`config.mk`:
```
export PLATFORM = sky130hd
export DESIGN_NAME = multicycle_control
export DESIGN_NICKNAME = d
export VERILOG_FILES = /design/src/rtl/multicycle_control.sv
export SDC_FILE = /design/constraint.sdc
export NUM_CORES = 1
export LEC_CHECK = 0
export CAP_MARGIN = 20
export CORE_MARGIN = 2
export CORE_UTILIZATION = 47
export DETAILED_ROUTE_END_ITERATION = 10
export PLACE_DENSITY_LB_ADDON = 0.1
export SYNTH_ARGS = -nofsm -noshare
export SYNTH_HDL_FRONTEND = slang
export SYNTH_SLANG_ARGS = --single-unit
```
`constraint.sdc`:
```
create_clock -name clk -period 2 [get_ports clk]
set_input_delay 0.4 -clock clk [delete_from_list [all_inputs] [get_ports clk]]
set_output_delay 0.4 -clock clk [all_outputs]
set_load 0.03 [all_outputs]
```
`src/rtl/multicycle_control.sv`:
```
// Multicycle processor control unit: FETCH/DECODE/EXECUTE/MEMORY/WRITEBACK sequencer
// with bounded memory waits and one-cycle retire/illegal/timeout event pulses.
module multicycle_control #(
  parameter int OPW         = 6,
  parameter int MEM_TIMEOUT = 15
) (
  input  logic           clk,
  input  logic           rst,
  input  logic [OPW-1:0] opcode,
  input  logic           mem_ready,
  output logic           RegDst,
  output logic           ALUSrc,
  output logic           MemtoReg,
  output logic           RegWrite,
  output logic           MemRead,
  output logic           MemWrite,
  output logic           Branch,
  output logic           BranchEqual,
  output logic           BranchNotEqual,
  output logic           Jump,
  output logic [1:0]     ALUOp,
  output logic           PCWrite,
  output logic           IRWrite,
  output logic [2:0]     state,
  output logic           retire,
  output logic           illegal,
  output logic           timeout
);

  typedef enum logic [2:0] {
    FETCH     = 3'd0,
    DECODE    = 3'd1,
    EXECUTE   = 3'd2,
    MEMORY    = 3'd3,
    WRITEBACK = 3'd4
  } state_t;

  typedef enum logic [2:0] {
    C_RTYPE = 3'd0,
    C_ADDI  = 3'd1,
    C_LW    = 3'd2,
    C_SW    = 3'd3,
    C_BEQ   = 3'd4,
    C_BNE   = 3'd5,
    C_J     = 3'd6,
    C_ILL   = 3'd7
  } class_t;

  localparam logic [7:0] WAIT_LAST = 8'(MEM_TIMEOUT - 1);

  // Full-width compare so any nonzero upper opcode bit falls through to illegal.
  function automatic class_t decode_op(input logic [OPW-1:0] op);
    class_t c;
    case (op)
      OPW'(6'h00): c = C_RTYPE;
      OPW'(6'h08): c = C_ADDI;
      OPW'(6'h23): c = C_LW;
      OPW'(6'h2B): c = C_SW;
      OPW'(6'h04): c = C_BEQ;
      OPW'(6'h05): c = C_BNE;
      OPW'(6'h02): c = C_J;
      default:     c = C_ILL;
    endcase
    return c;
  endfunction

  state_t     state_r;
  class_t     class_r;
  logic [7:0] cnt_r;
  class_t     dec_s;
  logic       rdy_s;
  logic       wait_s;
  logic       tmo_s;

  // Reset masks mem_ready so no load strobe can fire while rst is low.
  assign dec_s  = decode_op(opcode);
  assign rdy_s  = mem_ready & rst;
  assign wait_s = (state_r == FETCH) || (state_r == MEMORY);
  assign tmo_s  = wait_s & rst & ~mem_ready & (cnt_r == WAIT_LAST);
  assign state  = state_r;

  // Sequencer: state, latched instruction class and memory wait counter.
  always_ff @(posedge clk or negedge rst) begin
    if (!rst) begin
      state_r <= FETCH;
      class_r <= C_ILL;
      cnt_r   <= 8'd0;
    end else begin
      case (state_r)
        FETCH: begin
          if (rdy_s) begin
            state_r <= DECODE;
            cnt_r   <= 8'd0;
          end else if (tmo_s) begin
            state_r <= FETCH;
            cnt_r   <= 8'd0;
          end else begin
            cnt_r   <= cnt_r + 8'd1;
          end
        end
        DECODE: begin
          class_r <= dec_s;
          cnt_r   <= 8'd0;
          if (dec_s == C_J || dec_s == C_ILL) state_r <= FETCH;
          else                                state_r <= EXECUTE;
        end
        EXECUTE: begin
          cnt_r <= 8'd0;
          case (class_r)
            C_RTYPE, C_ADDI: state_r <= WRITEBACK;
            C_LW, C_SW:      state_r <= MEMORY;
            default:         state_r <= FETCH;
          endcase
        end
        MEMORY: begin
          if (rdy_s) begin
            state_r <= (class_r == C_LW) ? WRITEBACK : FETCH;
            cnt_r   <= 8'd0;
          end else if (tmo_s) begin
            state_r <= FETCH;
            cnt_r   <= 8'd0;
          end else begin
            cnt_r   <= cnt_r + 8'd1;
          end
        end
        WRITEBACK: begin
          state_r <= FETCH;
          cnt_r   <= 8'd0;
        end
        default: begin
          state_r <= FETCH;
          cnt_r   <= 8'd0;
        end
      endcase
    end
  end

  // Strobe decode from the registered state; load/complete strobes follow mem_ready in-cycle.
  always_comb begin
    RegDst         = 1'b0;
    ALUSrc         = 1'b0;
    MemtoReg       = 1'b0;
    RegWrite       = 1'b0;
    MemRead        = 1'b0;
    MemWrite       = 1'b0;
    Branch         = 1'b0;
    BranchEqual    = 1'b0;
    BranchNotEqual = 1'b0;
    Jump           = 1'b0;
    ALUOp          = 2'b00;
    PCWrite        = 1'b0;
    IRWrite        = 1'b0;
    retire         = 1'b0;
    illegal        = 1'b0;
    timeout        = 1'b0;
    case (state_r)
      FETCH: begin
        MemRead = 1'b1;
        IRWrite = rdy_s;
        PCWrite = rdy_s;
        timeout = tmo_s;
      end
      DECODE: begin
        if (dec_s == C_J) begin
          Jump    = 1'b1;
          PCWrite = 1'b1;
          retire  = 1'b1;
        end else if (dec_s == C_ILL) begin
          illegal = 1'b1;
        end else begin
          illegal = 1'b0;
        end
      end
      EXECUTE: begin
        case (class_r)
          C_RTYPE:             ALUOp = 2'b10;
          C_ADDI, C_LW, C_SW:  ALUSrc = 1'b1;
          C_BEQ: begin
            ALUOp       = 2'b01;
            Branch      = 1'b1;
            BranchEqual = 1'b1;
            retire      = 1'b1;
          end
          C_BNE: begin
            ALUOp          = 2'b01;
            Branch         = 1'b1;
            BranchNotEqual = 1'b1;
            retire         = 1'b1;
          end
          default: ALUOp = 2'b00;
        endcase
      end
      MEMORY: begin
        ALUSrc   = 1'b1;
        MemRead  = (class_r == C_LW);
        MemWrite = (class_r == C_SW);
        retire   = rdy_s & (class_r == C_SW);
        timeout  = tmo_s;
      end
      WRITEBACK: begin
        RegWrite = 1'b1;
        retire   = 1'b1;
        case (class_r)
          C_RTYPE: begin
            ALUOp  = 2'b10;
            RegDst = 1'b1;
          end
          C_ADDI: ALUSrc = 1'b1;
          C_LW: begin
            ALUSrc   = 1'b1;
            MemtoReg = 1'b1;
          end
          default: ALUOp = 2'b00;
        endcase
      end
      default: MemRead = 1'b0;
    endcase
  end

endmodule
```
* Yosys cells after proc, flatten, opt, wreduce, memory -nomap -nowiden
Index checks and enable logic that the tools add are counted.
** Operators by class
- Equality and inequality tests :: 18
- Add/subtract/negate cells :: 1
- Multiplexer cells :: 39
- Bitwise logic cells :: 6
- Reduce and logical (&&, ||, !) cells :: 11
** Operators by type and width (count)
- $mux W8 :: 3
- $mux W1 :: 21
- $pmux W3 S7 :: 1
- $eq A3 B3 Y1 const B :: 5
- $eq A3 B2 Y1 const B :: 4
- $eq A6 B3 Y1 const B :: 2
- $eq A6 B6 Y1 const B :: 2
- $mux W3 :: 4
- $pmux W3 S4 :: 1
- $reduce_or A2 Y1 :: 5
- $add A8 B1 Y8 const B :: 1
- $eq A8 B4 Y1 const B :: 1
- $pmux W2 S2 :: 2
- $eq A3 B1 Y1 const B :: 2
- $eq A6 B2 Y1 const B :: 1
- $eq A6 B4 Y1 const B :: 1
- $logic_not A3 Y1 :: 2
- $logic_not A6 Y1 :: 1
- $pmux W3 S2 :: 1
- $and A1 B1 Y1 :: 5
- $mux W2 :: 2
- $pmux W1 S2 :: 2
- $pmux W1 S4 :: 1
- $pmux W1 S3 :: 1
- 3 further kinds :: 4
** Word-level totals
- Logic and storage cells :: 78
- Register bits :: 14
- Output and inout port bits :: 20

* Depth between registers and ports, before layout
Gate-level depths: netlist (run 1).
- Depth in word-level cells :: 8
- Gate-level depth with buffers :: 6

* Worst setup path before layout (run 1)
Ideal clock, no wire load.
- Kind :: register to output
- Start :: register state_r[2] (netlist: state[2])
- End :: output port retire
- Arrival time :: 2.370 ns
- Path slack :: -0.770 ns
- Stages on the path, launching flop included :: 6
- Data required time :: 1.600 ns
- Cell sequence :: dfrtp_1 buf_2 nand2b_1 nor4_1 nand3_1 nand4_1
** Between the ends
- Word-level cells in the longest chain between the ends :: 2
** Ends and longest elaborated chain
- start: declaration :: RTL line 67 : state_t state_r;
- start signal: assignment :: RTL line 117 : state_r <= (class_r == C_LW) ? WRITEBACK : FETCH;
- $eq A3 B3 Y1, or another cell as far along :: RTL line 156 : case (state_r)
- $pmux W1 S4 * :: RTL line 156
- end: declaration :: RTL line 25 : output logic retire,
Mark *: on every way between the ends. The rest lies on a longest branch, timed or not.

* Worst setup path after layout (run 1)
- Start :: register class_r[0]
- End :: output port retire
** Between the ends
- Word-level cells in the longest chain between the ends :: 4
** Ends and longest elaborated chain
- start: declaration :: RTL line 68 : class_t class_r;
- start signal: assignment :: RTL line 102 : class_r <= dec_s;
- $eq A3 B3 Y1 :: RTL line 175 : case (class_r)
- $reduce_or A2 Y1 (no source line)
- $mux W1 :: RTL line 175
- $pmux W1 S4 * :: RTL line 156
Marked as above.

==> results of run 1 <==
-- power by group through the flow --
stage          clock, mW  sequential [mW]  combinational, mW
2_1_floorplan          0            0.336              0.118
3_3_place_gp           0            0.349              0.186
3_5_place_dp           0            0.351              0.190
4_1_cts            0.204            0.342              0.215
5_1_grt            0.215            0.345              0.278
6_report           0.196            0.341              0.255
-- cells in the mapped netlist (3+ instances only) --
library cell	number
a21oi_1	3
dfrtp_1	11
dfstp_2	3
inv_1	6
nand2_1	9
nand3_1	7
nand4_1	4
nor2_1	22
nor3_1	6
nor4_1	3
xor2_1	6
-- flip-flops by register name (all words and copies together), names as in the netlist --
| register | flops |
|---|---|
| state | 3 |
| class_r | 3 |
| cnt_r | 8 |
-- stage by stage --
stage	instance area [sq um]	instances
2_1_floorplan	1040	119
3_3_place_gp	1390	184
3_5_place_dp	1390	184
4_1_cts	1510	194
5_1_grt	1630	204
6_report	1630	204
-- path summary, 6_finish.rpt --
check,slack (ps),cells after the start,endpoint,from
setup / recovery,-20,5,retire,class_r[0]
hold / removal,290,2,state[2],rst
setup reg to reg,290,7,state[1],cnt_r[0]
hold reg to reg,570,2,cnt_r[3],cnt_r[3]
max in group asynchronous,1460,2,class_r[0],rst
min in group clk,510,4,class_r[2],opcode[2]
-- routing by layer --
layer / share of wire (%) / vias up / track usage (%)
li1: - / 533 / -
met1: 40 / 560 / 29.4
met2: 52 / 50 / 42.3
met3: 5.7 / 8 / 6.55
met4: 2.1 / 0 / 10.8
met5: 0 / - / 0
-- area by class of cell --
cell class | instances | area [sq um] | share of cell area, %
Tap cell | 27 | 33.8 | 2.08
Inverter | 7 | 26.3 | 1.61
Clock buffer | 4 | 36.3 | 2.23
Sequential cell | 14 | 358 | 22.0
Multi-Input combinational cell | 91 | 682 | 41.9
Timing Repair Buffer | 61 | 492 | 30.2
-- repair_timing --
| action | CTS | global route |
|---|---|---|
| endpoints found under the setup margin | 8 | 12 |
| pin swaps | 6 | 5 |
| hold endpoints to repair | 0 | 0 |
| setup buffers | 6 | 10 |
| resized for setup | 32 | 14 |
-- logic make-up (layout without fill, tap and decap cells) --
| logic type | Yosys count | count (layout) | share of synthesized area [%] |
|---|---|---|---|
| buffers and inverters | 14 | 72 | 7.32 |
| multiplexers | 1 | 1 | 0.993 |
| adder cells (fa/ha/maj) | 2 | 2 | 2.48 |
| AND/OR/NAND/NOR | 70 | 70 | 38.1 |
| XOR/XNOR | 7 | 7 | 6.08 |
| flip-flops | 14 | 14 | 35.1 |
| AO/OA/AOI/OAI | 11 | 11 | 9.92 |
==> reports/qor.yml, run 1 <==
place:
  hpwlAfterDp_um: 1970
  dpl_worst_slack_ps: -333
  port_buffers: 28
  gp_congestion: 0.843
sta:
  slew_headroom_pct: 77.0
  timing.final.crit_share_pct: 101
  period_needed_ps: 2020
  final-max-slew-violation-count: 0
  finClkSkew_ps: 1.75
  fin_tns_setup_ps: -17.7
  rsz0062_at_grt: "yes"
  worst_slack_ps: -17.7
  tightestPinTransition_ps: 344
  finalSetupViolCount: 1
  holdWs_ps: 291
  hold_viol_final: 0
  clock.fmax_ghz: 0.496
power_and_ir_drop:
  power_density_nw_per_um2: 487
  power_frac_clock_pct: 24.7
  swShare_pct: 30.7
  seqPwrFrac_pct: 43.1
  switchingPower_uw: 243
  p_comb_share_pct: 32.2
  p_leak_nw: 0.799
  ir_worst_vdd_uv: 548
  finalPower_uw: 792
  p_int_uw: 549
setup_path:
  cp.arrival_ps: 1620
  cp_cell_sequence: "inv_2 > nor4_4 > nand3_1 > nand4_1 > buf_6"
  crit_required_ps: 1600
  start_kind: "register"
  critPathKind: "reg2out"
  crit_fanout: 6
  slowest_stage: "dfstp_2"
  end_kind: "output pin"
  crit_buf_inv: 2
  crit_family: "flip-flops"
  max_stage_delay_ps: 610
global_route:
  grt_pass1_vias: 1081
  grt_pass1_wl_um: 4760
  antenna_found_initial: 0
  overflow: 0
  grt_max_degree: 16
  grt_use_total_pct: 24.9
synthesis:
  yosys-top-cells-area: "dfrtp_1 27%, nor2_1 8.2%, dfstp_2 7.8%"
  ys_seq_area_share_pct: 35.1
  synth.top_cell.area_share_pct: 27.3
  synthCells: 119
  synth_edf_count: 0
  synth_area_sq_um: 1010
  synth_top_cell_by_area: "dfrtp_1"
  async_flop_share_pct: 100
  synth_nets: 130
  ys_ff_latch: 14
  ys_warn_count: 0
  avgSynthCellArea_sq_um: 8.47
  yosysUniqueCellTypes: 43
  synth_top_flop_cell: "dfrtp_1"
run_status:
  violations: "setup timing"
  status: "finished, violations left"
job:
  maxCapViolCount: 0
floorplan:
  io_pins: 29
  die_h_um: 50.3
  die_w_um: 50.3
  coreArea_sq_um: 2000
  num_rows: 16
  die-area_sq_um: 2530
  start_util_pct: 50.4
drt:
  vias: 1151
  viasPerCell: 5.64
  dr.pass1.iters: 4
  wl_per_cell_um: 15.3
  drcViolationCount: 0
  drt_first_iter_violations: 40
  finalWirelength_um: 3120
  ant_nets: 0
finish:
  area_delta_synth_final_pct: 61.4
  antenna_cells: 0
  layout_commonest_cell: "buf_4"
  utilization_pct: 81.3
  fillerInstances: 130
  mostFrequentLayoutCells: "44 x buf_4, 20 x nor2_1, 8 x dfrtp_1, 7 x nand2_1"
  layout-drive-gt1-share_pct: 52.0
  fin_nets: 189
cts:
  h-tree-depth: 1
  clockBufferDepth: 2
  cts_hold_buffers: 0
  cts_buffers: 3
  cts-root-buf: "clkbuf_4"
  cts_tree: "yes"
  clk_pin_slew_worst_paths_ps: 80
  numClockSinks: 14
  clock_latency_ps: 270
worst_hold_path:
  hold_path.class: "in2async"
Power figures use the tool's default switching activity.
==> run 2, diff against run 1 <==
--- a/config.mk
+++ b/config.mk
@@ -8,6 +8,7 @@
 export CAP_MARGIN = 20
 export CORE_MARGIN = 2
 export CORE_UTILIZATION = 47
+export CTS_BUF_LIST = sky130_fd_sc_hd__clkbuf_16
 export DETAILED_ROUTE_END_ITERATION = 10
 export PLACE_DENSITY_LB_ADDON = 0.1
 export SYNTH_ARGS = -nofsm -noshare
==> run 2 against run 1 <==
The flow now finishes without violations. Maximum frequency increased by 1.3%. Clock-buffer cell count shrank 1. Hold slack better by 17 ps. Clock skew about the same. Cell area decreased by 2.4%. Power up 17%. Global-route usage down 2.6 points. Worst setup slack gained 25 ps. Combinational power fell by 15%. Largest power group is now clock. Highest routed layer unchanged.
==> reports/qor.yml, run 2 (same netlist as run 1, synthesis figures left out) <==
run_status:
  status: "finished, final reports clean"  # was finished, violations left
drt:
  ant_nets: 0  # unchanged
  finalWirelength_um: 2800  # was 3120 um
  drcViolationCount: 0  # unchanged
  wl_per_cell_um: 14.2  # was 15.3 um
  viasPerCell: 5.56  # was 5.64
  drt_first_iter_violations: 30  # was 40
  vias: 1096  # was 1151
  dr.pass1.iters: 4  # unchanged
floorplan:
  start_util_pct: 50.4  # unchanged
  coreArea_sq_um: 2000  # unchanged
  num_rows: 16  # unchanged
  die_h_um: 50.3  # unchanged
  die_w_um: 50.3  # unchanged
  io_pins: 29  # unchanged
  die-area_sq_um: 2530  # unchanged
sta:
  final-max-slew-violation-count: 0  # unchanged
  finClkSkew_ps: 1.80  # was 1.75 ps
  finalSetupViolCount: 0  # was 1
  fin_tns_setup_ps: 0  # was -17.7 ps
  timing.final.crit_share_pct: 99.6  # was 101%
  slew_headroom_pct: 78.1  # was 77.0%
  clock.fmax_ghz: 0.502  # was 0.496 GHz
  holdWs_ps: 308  # was 291 ps
  hold_viol_final: 0  # unchanged
  rsz0062_at_grt: "yes"  # unchanged
  tightestPinTransition_ps: 324  # was 344 ps
  period_needed_ps: 1990  # was 2020 ps
finish:
  regMostFlops: "cnt_r"  # unchanged
  mostFrequentLayoutCells: "37 x buf_4, 21 x nor2_1, 8 x nand2_1, 8 x dfrtp_1, 7 x nand3_1"  # was 44 x buf_4, 20 x nor2_1, 8 x dfrtp_1, 7 x nand2_1
  layout_commonest_cell: "buf_4"  # unchanged
  largest_reg_flops: 8  # unchanged
  layout-drive-gt1-share_pct: 45.3  # was 52.0%
  area_delta_synth_final_pct: 57.6  # was 61.4%
  antenna_cells: 0  # unchanged
  final_cell_area_sq_um: 1590  # was 1630 sq um
  finalNonFillerCells: 197  # was 204
  fin_nets: 182  # was 189
power_and_ir_drop:
  ir_worst_vdd_uv: 934  # was 548 uV
  power_density_nw_per_um2: 586  # was 487 nW/um^2
  p_leak_nw: 0.787  # was 0.799 nW
  finalPower_uw: 930  # was 792 uW
worst_hold_path:
  hold_path.class: "in2async"  # unchanged
setup_path:
  start_kind: "input port"  # was register
  rrSetupSlack_ps: 150  # was 290 ps
  crit_fanout: 3  # was 6
  timing.rr.start: "cnt_r[0]"  # unchanged
  crit_required_ps: 1600  # about the same
  critPathKind: "in2out"  # was reg2out
  r2r_end: "state[1]"  # unchanged
  cp.arrival_ps: 1590  # was 1620 ps
  end_kind: "output pin"  # unchanged
  worstRegToRegCells: 8  # was 7
cts:
  cts_buffers: 3  # unchanged
  cts-root-buf: "clkbuf_16"  # was clkbuf_4
  numClockSinks: 14  # unchanged
  cts_tree: "yes"  # unchanged
  clk_pin_slew_worst_paths_ps: 40  # was 80 ps
  h-tree-depth: 1  # unchanged
  clock_latency_ps: 240  # was 270 ps
  cts_hold_buffers: 0  # unchanged
  clockBufferDepth: 2  # unchanged
global_route:
  grt_max_degree: 16  # unchanged
  overflow: 0  # unchanged
  grt_pass1_vias: 1033  # was 1081
  grt_use_total_pct: 22.3  # was 24.9%
  grt_pass1_wl_um: 4330  # was 4760 um
  antenna_found_initial: 0  # unchanged
place:
  placed_cell_area_sq_um: 1390  # unchanged
  hpwlAfterDp_um: 1970  # unchanged
  port_buffers: 28  # unchanged
  placed_cells: 184  # unchanged
  gp_congestion: 0.843  # unchanged
job:
  maxCapViolCount: 0  # unchanged
==> run 2: cell count changes in the layout (fill, tap and decap cells not counted), sizes merged <==
cell,change
dlymetal6s2s,-1
dlygate4sd2,+1
clkbuf,-2
clkdlybuf4s50,+1
buf,-7
clkinv,+1
==> run 2: area by class of cell <==
| type | count | area, sq um |
|---|---|---|
| multi-input combinational | 91 | 652 |
| timing repair buffer | 54 | 440 |
| fill | 141 | 413 |
| sequential | 14 | 358 |
| clock buffer | 3 | 75.1 |
| tap | 27 | 33.8 |
| inverter | 7 | 26.3 |
| clock inverter | 1 | 3.75 |
==> run 2: critical path, stage by stage <==
cell and delay, ps:
buf_6 90, or4b_4 540, nor3_4 150, nand2_2 110
nand4_1 150, buf_6 150
==> run 2: worst max-delay path by stage <==
stage	from	to	slack (ps)	depth (start not counted)
4_1_cts	opcode[2]	retire	-20	6
5_1_grt	opcode[2]	retire	-20	6
2_1_floorplan	state[0]	RegDst	-170	4
6_report	opcode[2]	retire	8	6
3_3_place_gp	opcode[0]	retire	-290	6
3_5_place_dp	opcode[0]	retire	-330	6
==> run 2: layer usage <==
| layer | routed length, um | track usage, % |
|---|---|---|
| met2 | 1420 | 37.3 |
| met1 | 1120 | 27.1 |
| met4 | 68 | 10.4 |
| met3 | 191 | 5.06 |
| met5 | 0 | 0 |
==> run 2: through the flow <==
stage,setup WS [ps],utilization [%]
detailed placement,-333,69.6
global route,-16.0,79.4
finish,7.75,79.4
global placement,-292,69.6
CTS,-22.5,74.8
floorplan,-171,-
==> run 2: where the power goes <==
part / leakage (nW) / switching, mW / internal, mW
Combinational: 0.572 / 0.111 / 0.106
Clock: 0.0385 / 0.102 / 0.263
Sequential: 0.176 / 0.0354 / 0.314
==> run 2: repair_timing <==
item,4_1_cts,5_1_grt
pin swaps,6,7
endpoints found under the setup margin,8,6
buffers inserted,2,7
gates resized for setup,27,8
gates cloned,0,0
==> run 3, diff against run 2 <==
==> constraint.sdc (replaced) <==
create_clock -name clk -period 2.1 [get_ports clk]
set_input_delay 0.42 -clock clk [delete_from_list [all_inputs] [get_ports clk]]
set_output_delay 0.42 -clock clk [all_outputs]
set_load 0.03 [all_outputs]
==> run 3 against run 2 <==
Cell area down 4.1%. Non-clock buffer count down 5. Register-to-register slack better by 220 ps. Clock power down 3%. Hold slack better by 32 ps. Combinational power down 12%. Clock-buffer cell count unchanged. Worst setup slack better by 29 ps. Die area unchanged. Final cell count down 2.5%. Largest power group unchanged.
==> reports/qor.yml, run 3 (same netlist as run 1, synthesis figures left out) <==
finish:
  area_delta_synth_final_pct: 51.1  # was 57.6%
  utilization_pct: 76.1  # was 79.4%
  antenna_cells: 0  # unchanged
  mostFrequentLayoutCells: "30 x buf_4, 21 x nor2_1, 9 x nand2_1, 8 x dfrtp_1, 8 x dlygate4sd2_1"  # was 37 x buf_4, 21 x nor2_1, 8 x nand2_1, 8 x dfrtp_1, 7 x nand3_1
  layout-drive-gt1-share_pct: 38.2  # was 45.3%
  multiInputGateArea_sq_um: 633  # was 652 sq um
  fillerInstances: 155  # was 141
  final_cell_area_sq_um: 1520  # was 1590 sq um
  largest_reg_flops: 8  # unchanged
  fin_nets: 177  # was 182
  regMostFlops: "cnt_r"  # unchanged
  layout_commonest_cell: "buf_4"  # unchanged
  final-seq-area_sq_um: 358  # unchanged
place:
  placed_cell_area_sq_um: 1420  # was 1390 sq um
  gp_congestion: 0.884  # was 0.843
  hpwlAfterDp_um: 1890  # was 1970 um
  port_buffers: 28  # unchanged
sta:
  period_needed_ps: 2060
  hold_viol_final: 0  # unchanged
  slew_headroom_pct: 77.4  # was 78.1%
  finClkSkew_ps: 2.21  # was 1.80 ps
  fin_tns_setup_ps: 0  # unchanged
  clock.fmax_ghz: 0.485
  final-max-slew-violation-count: 0  # unchanged
  timing.final.crit_share_pct: 98.2
  tightestPinTransition_ps: 334  # was 324 ps
  finalSetupViolCount: 0  # unchanged
power_and_ir_drop:
  ir_worst_vdd_uv: 528  # was 934 uV
  power_density_nw_per_um2: 574  # was 586 nW/um^2
  finalPower_uw: 874  # was 930 uW
  p_leak_nw: 0.762  # was 0.787 nW
cts:
  clockBufferDepth: 2  # unchanged
  h-tree-depth: 1  # unchanged
  clk_pin_slew_worst_paths_ps: 50  # was 40 ps
  numClockSinks: 14  # unchanged
  cts_tree: "yes"  # unchanged
  clock_latency_ps: 240  # about the same
  cts_hold_buffers: 0  # unchanged
  cts-root-buf: "clkbuf_16"  # unchanged
  cts_buffers: 3  # unchanged
floorplan:
  num_rows: 16  # unchanged
  start_util_pct: 50.4  # unchanged
  coreArea_sq_um: 2000  # unchanged
  die_w_um: 50.3  # unchanged
  io_pins: 29  # unchanged
  die-area_sq_um: 2530  # unchanged
  die_h_um: 50.3  # unchanged
setup_path:
  crit_fanout: 5  # was 3
  start_kind: "register"  # was input port
  crit_required_ps: 1680  # was 1600 ps
  critPathKind: "reg2out"  # was in2out
  end_kind: "output pin"  # unchanged
  cp.arrival_ps: 1640  # was 1590 ps
drt:
  vias: 1040  # was 1096
  viasPerCell: 5.42  # was 5.56
  finalWirelength_um: 2630  # was 2800 um
  drcViolationCount: 0  # unchanged
  dr.pass1.iters: 4  # unchanged
  drt_first_iter_violations: 18  # was 30
  ant_nets: 0  # unchanged
  wl_per_cell_um: 13.7  # was 14.2 um
global_route:
  grt_max_degree: 16  # unchanged
  antenna_found_initial: 0  # unchanged
  grt_pass1_wl_um: 4100  # was 4330 um
  grt_pass1_vias: 971  # was 1033
  grt_use_total_pct: 21.7  # was 22.3%
  overflow: 0  # unchanged
worst_hold_path:
  hold_path.class: "in2async"  # unchanged
job:
  maxCapViolCount: 0  # unchanged
run_status:
  status: "finished, final reports clean"  # unchanged
## run 3: power by group
part | switching [mW] | total [mW] | leakage (nW) | internal (mW)
sequential | 0.0300 | 0.328 | 0.176 | 0.298
combinational | 0.101 | 0.191 | 0.547 | 0.0899
clock | 0.103 | 0.355 | 0.0385 | 0.251
total | 0.235 | 0.874 | 0.762 | 0.639
## run 3: worst paths after layout
| path | from | end | slack, ps | cells after the start |
|---|---|---|---|---|
| setup / recovery | cnt_r[0] | timeout | 40 | 6 |
| hold / removal | rst | cnt_r[1] | 340 | 2 |
| setup reg to reg | cnt_r[0] | state[1] | 370 | 6 |
| hold reg to reg | cnt_r[0] | cnt_r[0] | 520 | 1 |
| max in group asynchronous | rst | class_r[1] | 1520 | 2 |
| min in group clk | cnt_r[0] | cnt_r[0] | 520 | 1 |
## run 3: worst max-delay path, stage by stage (launching register included)
cell and delay (ps):
dfrtp_1 420, inv_1 70, ha_1 150, nor4bb_2 290
nand3_1 170, nor2b_1 140, buf_4 170
## run 3: layout make-up
cell class,instances,share of cell area (%)
multi-input cells,91,41.5
flip-flops and latches,14,23.5
clock inverters,1,0.246
repair buffers,49,25.9
well taps,27,2.22
inverters,7,1.72
clock buffers,3,4.93
## run 3: timing repair
action | 4_1_cts | 5_1_grt
resized for setup | 22 | 8
buffers inserted | 0 | 2
setup endpoints to repair | 12 | 5
pin swaps | 3 | 5
## run 3: stage by stage
| step | instances | worst slack [ps] | hold WS (ps) |
|---|---|---|---|
| final | 192 | 37.1 | 341 |
| after global routing | 192 | -23.1 | 343 |
| after CTS | 190 | 7.47 | 335 |
| after detailed placement | 186 | -231 | 511 |
| after global placement | 186 | -212 | 502 |
| after floorplan | 119 | -91.0 | 124 |
## run 3: layer usage
layer | wire length, um | global-route usage, % | vias to the layer above | part of all wire, %
li1 | - | - | 504 | -
met1 | 1110 | 24.3 | 498 | 42
met2 | 1360 | 40.1 | 32 | 52
met3 | 115 | 5.36 | 6 | 4.4
met4 | 47 | 6.31 | 0 | 1.8
met5 | 0 | 0 | - | 0
